File: src/rtl/melody_sequencer_if.sv
// Score-load and playback handshake bundle for the melody sequencer.
// The master side is the controller; the slave side is the sequencer.
interface melody_sequencer_if;
  logic        wr_en;
  logic [3:0]  wr_addr;
  logic [4:0]  wr_data;
  logic [3:0]  song_len;
  logic        start;
  logic        stop;
  logic        loop_en;
  logic [16:0] tone_period;
  logic        tone_en;
  logic        busy;
  logic        done;
  logic [3:0]  note_idx;

  modport master (
    output wr_en,
    output wr_addr,
    output wr_data,
    output song_len,
    output start,
    output stop,
    output loop_en,
    input  tone_period,
    input  tone_en,
    input  busy,
    input  done,
    input  note_idx
  );

  modport slave (
    input  wr_en,
    input  wr_addr,
    input  wr_data,
    input  song_len,
    input  start,
    input  stop,
    input  loop_en,
    output tone_period,
    output tone_en,
    output busy,
    output done,
    output note_idx
  );
endinterface

File: src/rtl/melody_sequencer.sv
// Plays a 16-entry score of notes and rests, driving a tone generator
// with a period count, with gap, loop and abort handling.
module melody_sequencer #(
  parameter int BEAT_CYCLES = 25_000_000,
  parameter int GAP_CYCLES  = 2_500_000
) (
  input logic              clk,
  input logic              rst,
  melody_sequencer_if.slave bus
);

  localparam int CNT_MAX =
    (4 * BEAT_CYCLES > GAP_CYCLES) ?
    4 * BEAT_CYCLES : GAP_CYCLES;
  localparam int CW = $clog2(CNT_MAX + 1);

  localparam logic [CW-1:0] L0 =
    CW'(BEAT_CYCLES - 1);
  localparam logic [CW-1:0] L1 =
    CW'(2 * BEAT_CYCLES - 1);
  localparam logic [CW-1:0] L2 =
    CW'(3 * BEAT_CYCLES - 1);
  localparam logic [CW-1:0] L3 =
    CW'(4 * BEAT_CYCLES - 1);
  localparam logic [CW-1:0] GAP_LAST =
    CW'(GAP_CYCLES - 1);
  localparam logic [CW-1:0] CNT_ONE =
    CW'(1);

  typedef enum logic [2:0] {
    IDLE,
    LOAD,
    PLAY,
    GAP,
    DONE
  } state_e;

  state_e        state_q, state_d;
  logic [3:0]    idx_q, idx_d;
  logic [3:0]    len_q, len_d;
  logic [2:0]    code_q, code_d;
  logic [1:0]    dur_q, dur_d;
  logic [CW-1:0] cnt_q, cnt_d;
  logic [16:0]   period_q, period_d;
  logic          tone_en_q, tone_en_d;
  logic          busy_q, busy_d;
  logic          done_q, done_d;

  logic [4:0]    mem_q [16];
  logic [4:0]    entry;
  logic [CW-1:0] play_last;

  function automatic logic [16:0] note_period(
    input logic [2:0] c
  );
    logic [16:0] p;
    unique case (c)
      3'd1:    p = 17'd190837;
      3'd2:    p = 17'd170067;
      3'd3:    p = 17'd151513;
      3'd4:    p = 17'd143265;
      3'd5:    p = 17'd127549;
      3'd6:    p = 17'd113635;
      3'd7:    p = 17'd101213;
      default: p = 17'd0;
    endcase
    return p;
  endfunction

  // Score memory has no reset so it survives a reset pulse.
  always_ff @(posedge clk) begin
    if (bus.wr_en && !busy_q) begin
      mem_q[bus.wr_addr] <= bus.wr_data;
    end
  end

  assign entry = mem_q[idx_q];

  always_comb begin
    play_last = L0;
    unique case (dur_q)
      2'd0: play_last = L0;
      2'd1: play_last = L1;
      2'd2: play_last = L2;
      2'd3: play_last = L3;
      default: play_last = L0;
    endcase
  end

  always_comb begin
    state_d  = state_q;
    idx_d    = idx_q;
    len_d    = len_q;
    code_d   = code_q;
    dur_d    = dur_q;
    cnt_d    = cnt_q;
    period_d = period_q;

    unique case (state_q)
      IDLE: begin
        if (bus.start && !bus.stop) begin
          len_d   = bus.song_len;
          idx_d   = 4'd0;
          cnt_d   = '0;
          state_d = LOAD;
        end
      end
      LOAD: begin
        code_d   = entry[4:2];
        dur_d    = entry[1:0];
        period_d = note_period(entry[4:2]);
        cnt_d    = '0;
        state_d  = PLAY;
      end
      PLAY: begin
        if (cnt_q == play_last) begin
          cnt_d   = '0;
          state_d = GAP;
        end else begin
          cnt_d = cnt_q + CNT_ONE;
        end
      end
      GAP: begin
        if (cnt_q == GAP_LAST) begin
          cnt_d = '0;
          if (idx_q < len_q) begin
            idx_d   = idx_q + 4'd1;
            state_d = LOAD;
          end else if (bus.loop_en) begin
            idx_d   = 4'd0;
            state_d = LOAD;
          end else begin
            state_d = DONE;
          end
        end else begin
          cnt_d = cnt_q + CNT_ONE;
        end
      end
      DONE: begin
        state_d = IDLE;
      end
      default: begin
        state_d = IDLE;
      end
    endcase

    // Abort overrides every transition above.
    if (bus.stop && state_q != IDLE) begin
      state_d = IDLE;
      cnt_d   = '0;
    end

    tone_en_d = (state_d == PLAY) &&
                (code_d != 3'd0);
    busy_d    = (state_d != IDLE);
    done_d    = (state_d == DONE);
  end

  always_ff @(posedge clk or negedge rst) begin
    if (!rst) begin
      state_q   <= IDLE;
      idx_q     <= 4'd0;
      len_q     <= 4'd0;
      code_q    <= 3'd0;
      dur_q     <= 2'd0;
      cnt_q     <= '0;
      period_q  <= 17'd0;
      tone_en_q <= 1'b0;
      busy_q    <= 1'b0;
      done_q    <= 1'b0;
    end else begin
      state_q   <= state_d;
      idx_q     <= idx_d;
      len_q     <= len_d;
      code_q    <= code_d;
      dur_q     <= dur_d;
      cnt_q     <= cnt_d;
      period_q  <= period_d;
      tone_en_q <= tone_en_d;
      busy_q    <= busy_d;
      done_q    <= done_d;
    end
  end

  assign bus.tone_period = period_q;
  assign bus.tone_en     = tone_en_q;
  assign bus.busy        = busy_q;
  assign bus.done        = done_q;
  assign bus.note_idx    = idx_q;

endmodule

File: src/flat_wrapper.sv
// flat-port wrapper written by rule: the top's interface ports become plain ports
module melody_sequencer_flat 
#(
  parameter int BEAT_CYCLES = 25_000_000,
  parameter int GAP_CYCLES  = 2_500_000
)
  (clk, rst, bus_wr_en, bus_wr_addr, bus_wr_data, bus_song_len, bus_start, bus_stop, bus_loop_en, bus_tone_period, bus_tone_en, bus_busy, bus_done, bus_note_idx);
  melody_sequencer_if bus_i ();
  input logic clk;
  input logic rst;
  input wire logic [$bits(bus_i.wr_en)-1:0] bus_wr_en;
  input wire logic [$bits(bus_i.wr_addr)-1:0] bus_wr_addr;
  input wire logic [$bits(bus_i.wr_data)-1:0] bus_wr_data;
  input wire logic [$bits(bus_i.song_len)-1:0] bus_song_len;
  input wire logic [$bits(bus_i.start)-1:0] bus_start;
  input wire logic [$bits(bus_i.stop)-1:0] bus_stop;
  input wire logic [$bits(bus_i.loop_en)-1:0] bus_loop_en;
  output wire logic [$bits(bus_i.tone_period)-1:0] bus_tone_period;
  output wire logic [$bits(bus_i.tone_en)-1:0] bus_tone_en;
  output wire logic [$bits(bus_i.busy)-1:0] bus_busy;
  output wire logic [$bits(bus_i.done)-1:0] bus_done;
  output wire logic [$bits(bus_i.note_idx)-1:0] bus_note_idx;
  assign bus_i.wr_en = bus_wr_en;
  assign bus_i.wr_addr = bus_wr_addr;
  assign bus_i.wr_data = bus_wr_data;
  assign bus_i.song_len = bus_song_len;
  assign bus_i.start = bus_start;
  assign bus_i.stop = bus_stop;
  assign bus_i.loop_en = bus_loop_en;
  assign bus_tone_period = bus_i.tone_period;
  assign bus_tone_en = bus_i.tone_en;
  assign bus_busy = bus_i.busy;
  assign bus_done = bus_i.done;
  assign bus_note_idx = bus_i.note_idx;
  melody_sequencer #(.BEAT_CYCLES(BEAT_CYCLES), .GAP_CYCLES(GAP_CYCLES)) u_core (.clk(clk), .rst(rst), .bus(bus_i));
endmodule
File: config.mk
export PLATFORM = sky130hd
export DESIGN_NAME = melody_sequencer_flat
export DESIGN_NICKNAME = d
export VERILOG_FILES = /design/src/rtl/melody_sequencer_if.sv /design/src/rtl/melody_sequencer.sv /design/src/flat_wrapper.sv
export SDC_FILE = /design/constraint.sdc
export NUM_CORES = 1
export LEC_CHECK = 0
export CORE_ASPECT_RATIO = 0.9
export CORE_MARGIN = 10
export CORE_UTILIZATION = 50
export CTS_CLUSTER_DIAMETER = 120
export DETAILED_ROUTE_END_ITERATION = 6
export PLACE_DENSITY_LB_ADDON = 0.1
export SYNTH_ARGS = -nofsm -noshare
export SYNTH_HDL_FRONTEND = slang
export SYNTH_SLANG_ARGS = --single-unit
File: constraint.sdc
create_clock -name clk -period 6 [get_ports clk]
set_clock_uncertainty 0.1 [all_clocks]
set_input_delay 1.2 -clock clk [delete_from_list [all_inputs] [get_ports clk]]
set_output_delay 1.2 -clock clk [all_outputs]
set_load 0.02 [all_outputs]
==> impl_results.md <==
* Status: finished clean
* CP required at between 6000 and 7000 ps
* FF-to-FF End: u_core.cnt_q[5]$_DFFE_PN0P_
* Vias/cell at 6.00
* RSZ-0062 raised after global routing: false
* Share of cells above drive strength 1 at 0.132
* Synth Area per Inst at 12.3 um^2
* Tcrit/Tclk final at 0.580
* Power Density at approximately 330 mW/mm^2
* Worst-Margin Slew at 1260 ps
* Pre-CTS WS at 2160 ps
* Starting Density at 0.506
* MaxCap Viol Count at 0
* CP startpoint kind: register
* IO buf count at 42
* R2R depth at 8
* Die height at roughly 130 um
* CTS tree: built
* Leak pwr at about 0.0028 uW
* Post-synth top area share at 0.359
* Post-CTS sizing at 0
* Total Wirelength at about 15 mm
* Max Slew Vio Count at 0
* Max_slew headroom at 0.158
* CP Capture Type: register
* H-tree Lvls at 4
* Setup slack, reg-to-reg at ~2500 ps
* Layer with the highest usage: met2
* Core box area at between 0.01 and 0.015 mm^2
* Drt wl/cell at ~20 um
* Worst VDD drop at 230 uV
* HPWL after DPL at between 10 and 15 mm
* GR met1 Demand/Resource at 0.242
* Cell area after synthesis at approximately 0.0067 mm^2
* Async SR Flop Fraction at 0.437
* Post-route core utilization at 0.592
* Final antenna-violating net count at 0
* Vias in the first global route at 4619
* Fin nets at between 600 and 700
* First-pass GRT wire length at between 20 and 30 mm
* CP max FO at 19
* RePlAce Congestion at about 0.94
* GR met2 Demand/Resource at 0.264
* Synth area leader: edfxtp_1
* 1st-iter DRT viols at between 500 and 600
* DRC Markers at 0
* Worst Hold Class: reg2reg
* Predominant post-synthesis flop cell: edfxtp_1
* Synthesis-stage register bit count at 142
* Hold Path Sink: u_core.bus.tone_period[15]$_DFFE_PN0N_
* Syn Inst Count at 545
* Die footprint at between 0.015 and 0.02 mm^2
* Hold path startpoint: u_core.bus.tone_period[15]$_DFFE_PN0N_
* CTS buffer count at 17
* CTS Hold Bufs at 0
* Area of the multi-input gates at 0.00250 mm^2
* Gr ovfl total at 0
* Setup TNS at 0 ps
* CP Class: reg2reg
* N_diodes at 0
* Syn nets at around 570
* GR Util met3 at 0.0545
* DR pass1 iterations at 5
* Num rows at 40
* Slack of the critical path at between 2000 and 3000 ps
* Register area share after synthesis at 0.591
* Worst EP arrival at ~3700 ps
* Root Driver: clkbuf_16
* Largest net degree at the start of global routing at 63
* Count of cell types in the netlist at 63
* Clock latency at the later pin of the worst-skew pair at 430 ps
* Commonest non-fill, non-tap cell in the layout: edfxtp_1
* Top Ports at 43
* Min Tclk post-route at roughly 3500 ps
* Synthesis-to-layout area growth at 17.1%
* Most frequent cells in the layout: edfxtp_1 (80), dfrtp_1 (62), nand2_1 (59)
* Top cells by area, synth: edfxtp_1 (36%), dfrtp_1 (23%), mux4_2 (6.7%)
* Hold path depth at 2
* Ys Warns at 0
* Clk buf depth at 2
* Design area at 0.00783 mm^2
* Sink Count at ~140
* DR vias at ~4600
* Die W at 142 um
* CTS clk-pin slew, worst paths at around 60 ps
* Peak Freq at between 200 and 300 MHz
* Reg-to-Reg Start: u_core.cnt_q[0]$_DFFE_PN0P_
* FF+latch area at between 0.003 and 0.004 mm^2
* FILL cells at roughly 1100
* # Post-CTS Setup Buffers at 0
* Hold Fails Final Rpt at 0
* DP Area at ~0.0072 mm^2
* Post-synth EDFFs at 80
* Initial antenna violation count at 0
* Final setup violation count at 0
* Hold slack final at between 300 and 400 ps
* GRT Overall Usage at 0.177
[worst max path at each step]
| stage | startpoint | to | slack [ps] | depth (start not counted) |
|---|---|---|---|---|
| final | u_core.cnt_q[0]$_DFFE_PN0P_ | u_core.cnt_q[5]$_DFFE_PN0P_ | 2520 | 8 |
| after global routing | u_core.cnt_q[0]$_DFFE_PN0P_ | u_core.cnt_q[5]$_DFFE_PN0P_ | 2130 | 8 |
| after CTS | u_core.bus.note_idx[1]$_DFFE_PN0P_ | bus_note_idx[1] | 2500 | 1 |
| after detailed placement | bus_stop | u_core.cnt_q[13]$_DFFE_PN0P_ | 2160 | 5 |
| after global placement | bus_stop | u_core.cnt_q[26]$_DFFE_PN0P_ | 2270 | 5 |
| after floorplan | bus_stop | u_core.cnt_q[23]$_DFFE_PN0P_ | 3440 | 6 |
[cells in the mapped netlist (all sizes together), types with 2 or more instances]
master   instances
a211o            2
a21o             4
a21oi           10
a22o             2
a31oi           30
a41oi            3
and3             4
and4             4
buf             12
clkbuf          19
dfrtp           62
edfxtp          80
ha               9
inv             18
mux2            10
mux2i            4
mux4            20
nand2           59
nand2b           7
nand3           15
nand3b           3
nand4            9
nor2            43
nor2b            3
nor3            15
nor3b            3
nor4             8
nor4b            6
o211ai           2
o21ai           30
o22ai            3
o2bb2ai          4
o31ai            5
or3              6
or3b             2
or4              7
xnor2            7
xor2             2
[through the flow]
| step | power, uW | instances |
|---|---|---|
| 4_1_cts | 2620 | 761 |
| 3_3_place_gp | 1480 | 729 |
| 2_1_floorplan | 1340 | 545 |
| 3_5_place_dp | 1490 | 729 |
| 6_report | 2600 | 761 |
| 5_1_grt | 2700 | 761 |
[cell type report]
cell class / count / share of cell area
tap: 168 / 0.0269
multi-input combinational: 354 / 0.320
clock buffer: 18 / 0.0548
inverter: 18 / 0.00863
sequential: 142 / 0.505
clock inverter: 14 / 0.0265
timing repair buffer: 47 / 0.0579
[state kept, by name (all words and copies together) (netlist names)]
name and cells:
u_core.state_q 3, u_core.bus.busy 1, u_core.len_q 4, u_core.bus.note_idx 4
u_core.mem_q 80, u_core.dur_q 2, u_core.bus.done 1, u_core.code_q 3
u_core.bus.tone_en 1, u_core.bus.tone_period 16, u_core.cnt_q 27
[routing by layer]
metal,part of all wire,vias to the layer above
met5,0,-
met4,0.013,0
met3,0.077,14
met2,0.46,156
met1,0.45,2250
li1,-,2144
[cells by family after synthesis]
family,share of synthesized area
flip-flops,0.591
buffers and inverters,0.0339
AO/OA/AOI/OAI,0.0990
multiplexers,0.0902
adder cells (fa/ha/maj),0.0168
AND/OR/NAND/NOR,0.157
XOR/XNOR,0.0118
[power breakdown]
group          leakage (uW)  total (uW)  internal (uW)  switching, uW
Clock              0.000304        1130            705            428
Sequential          0.00154        1130           1090           39.3
Combinational      0.000982         333            147            185
[critical path, cell delays in order, from the launching register on]
cell	delay [ps]
dfrtp_1	440
ha_1	250
nand4_1	270
nor3_1	350
nor3b_1	800
nor2_1	540
buf_4	330
a41oi_1	200
a31oi_1	60
Note: power is estimated with default switching activity, not from simulation.
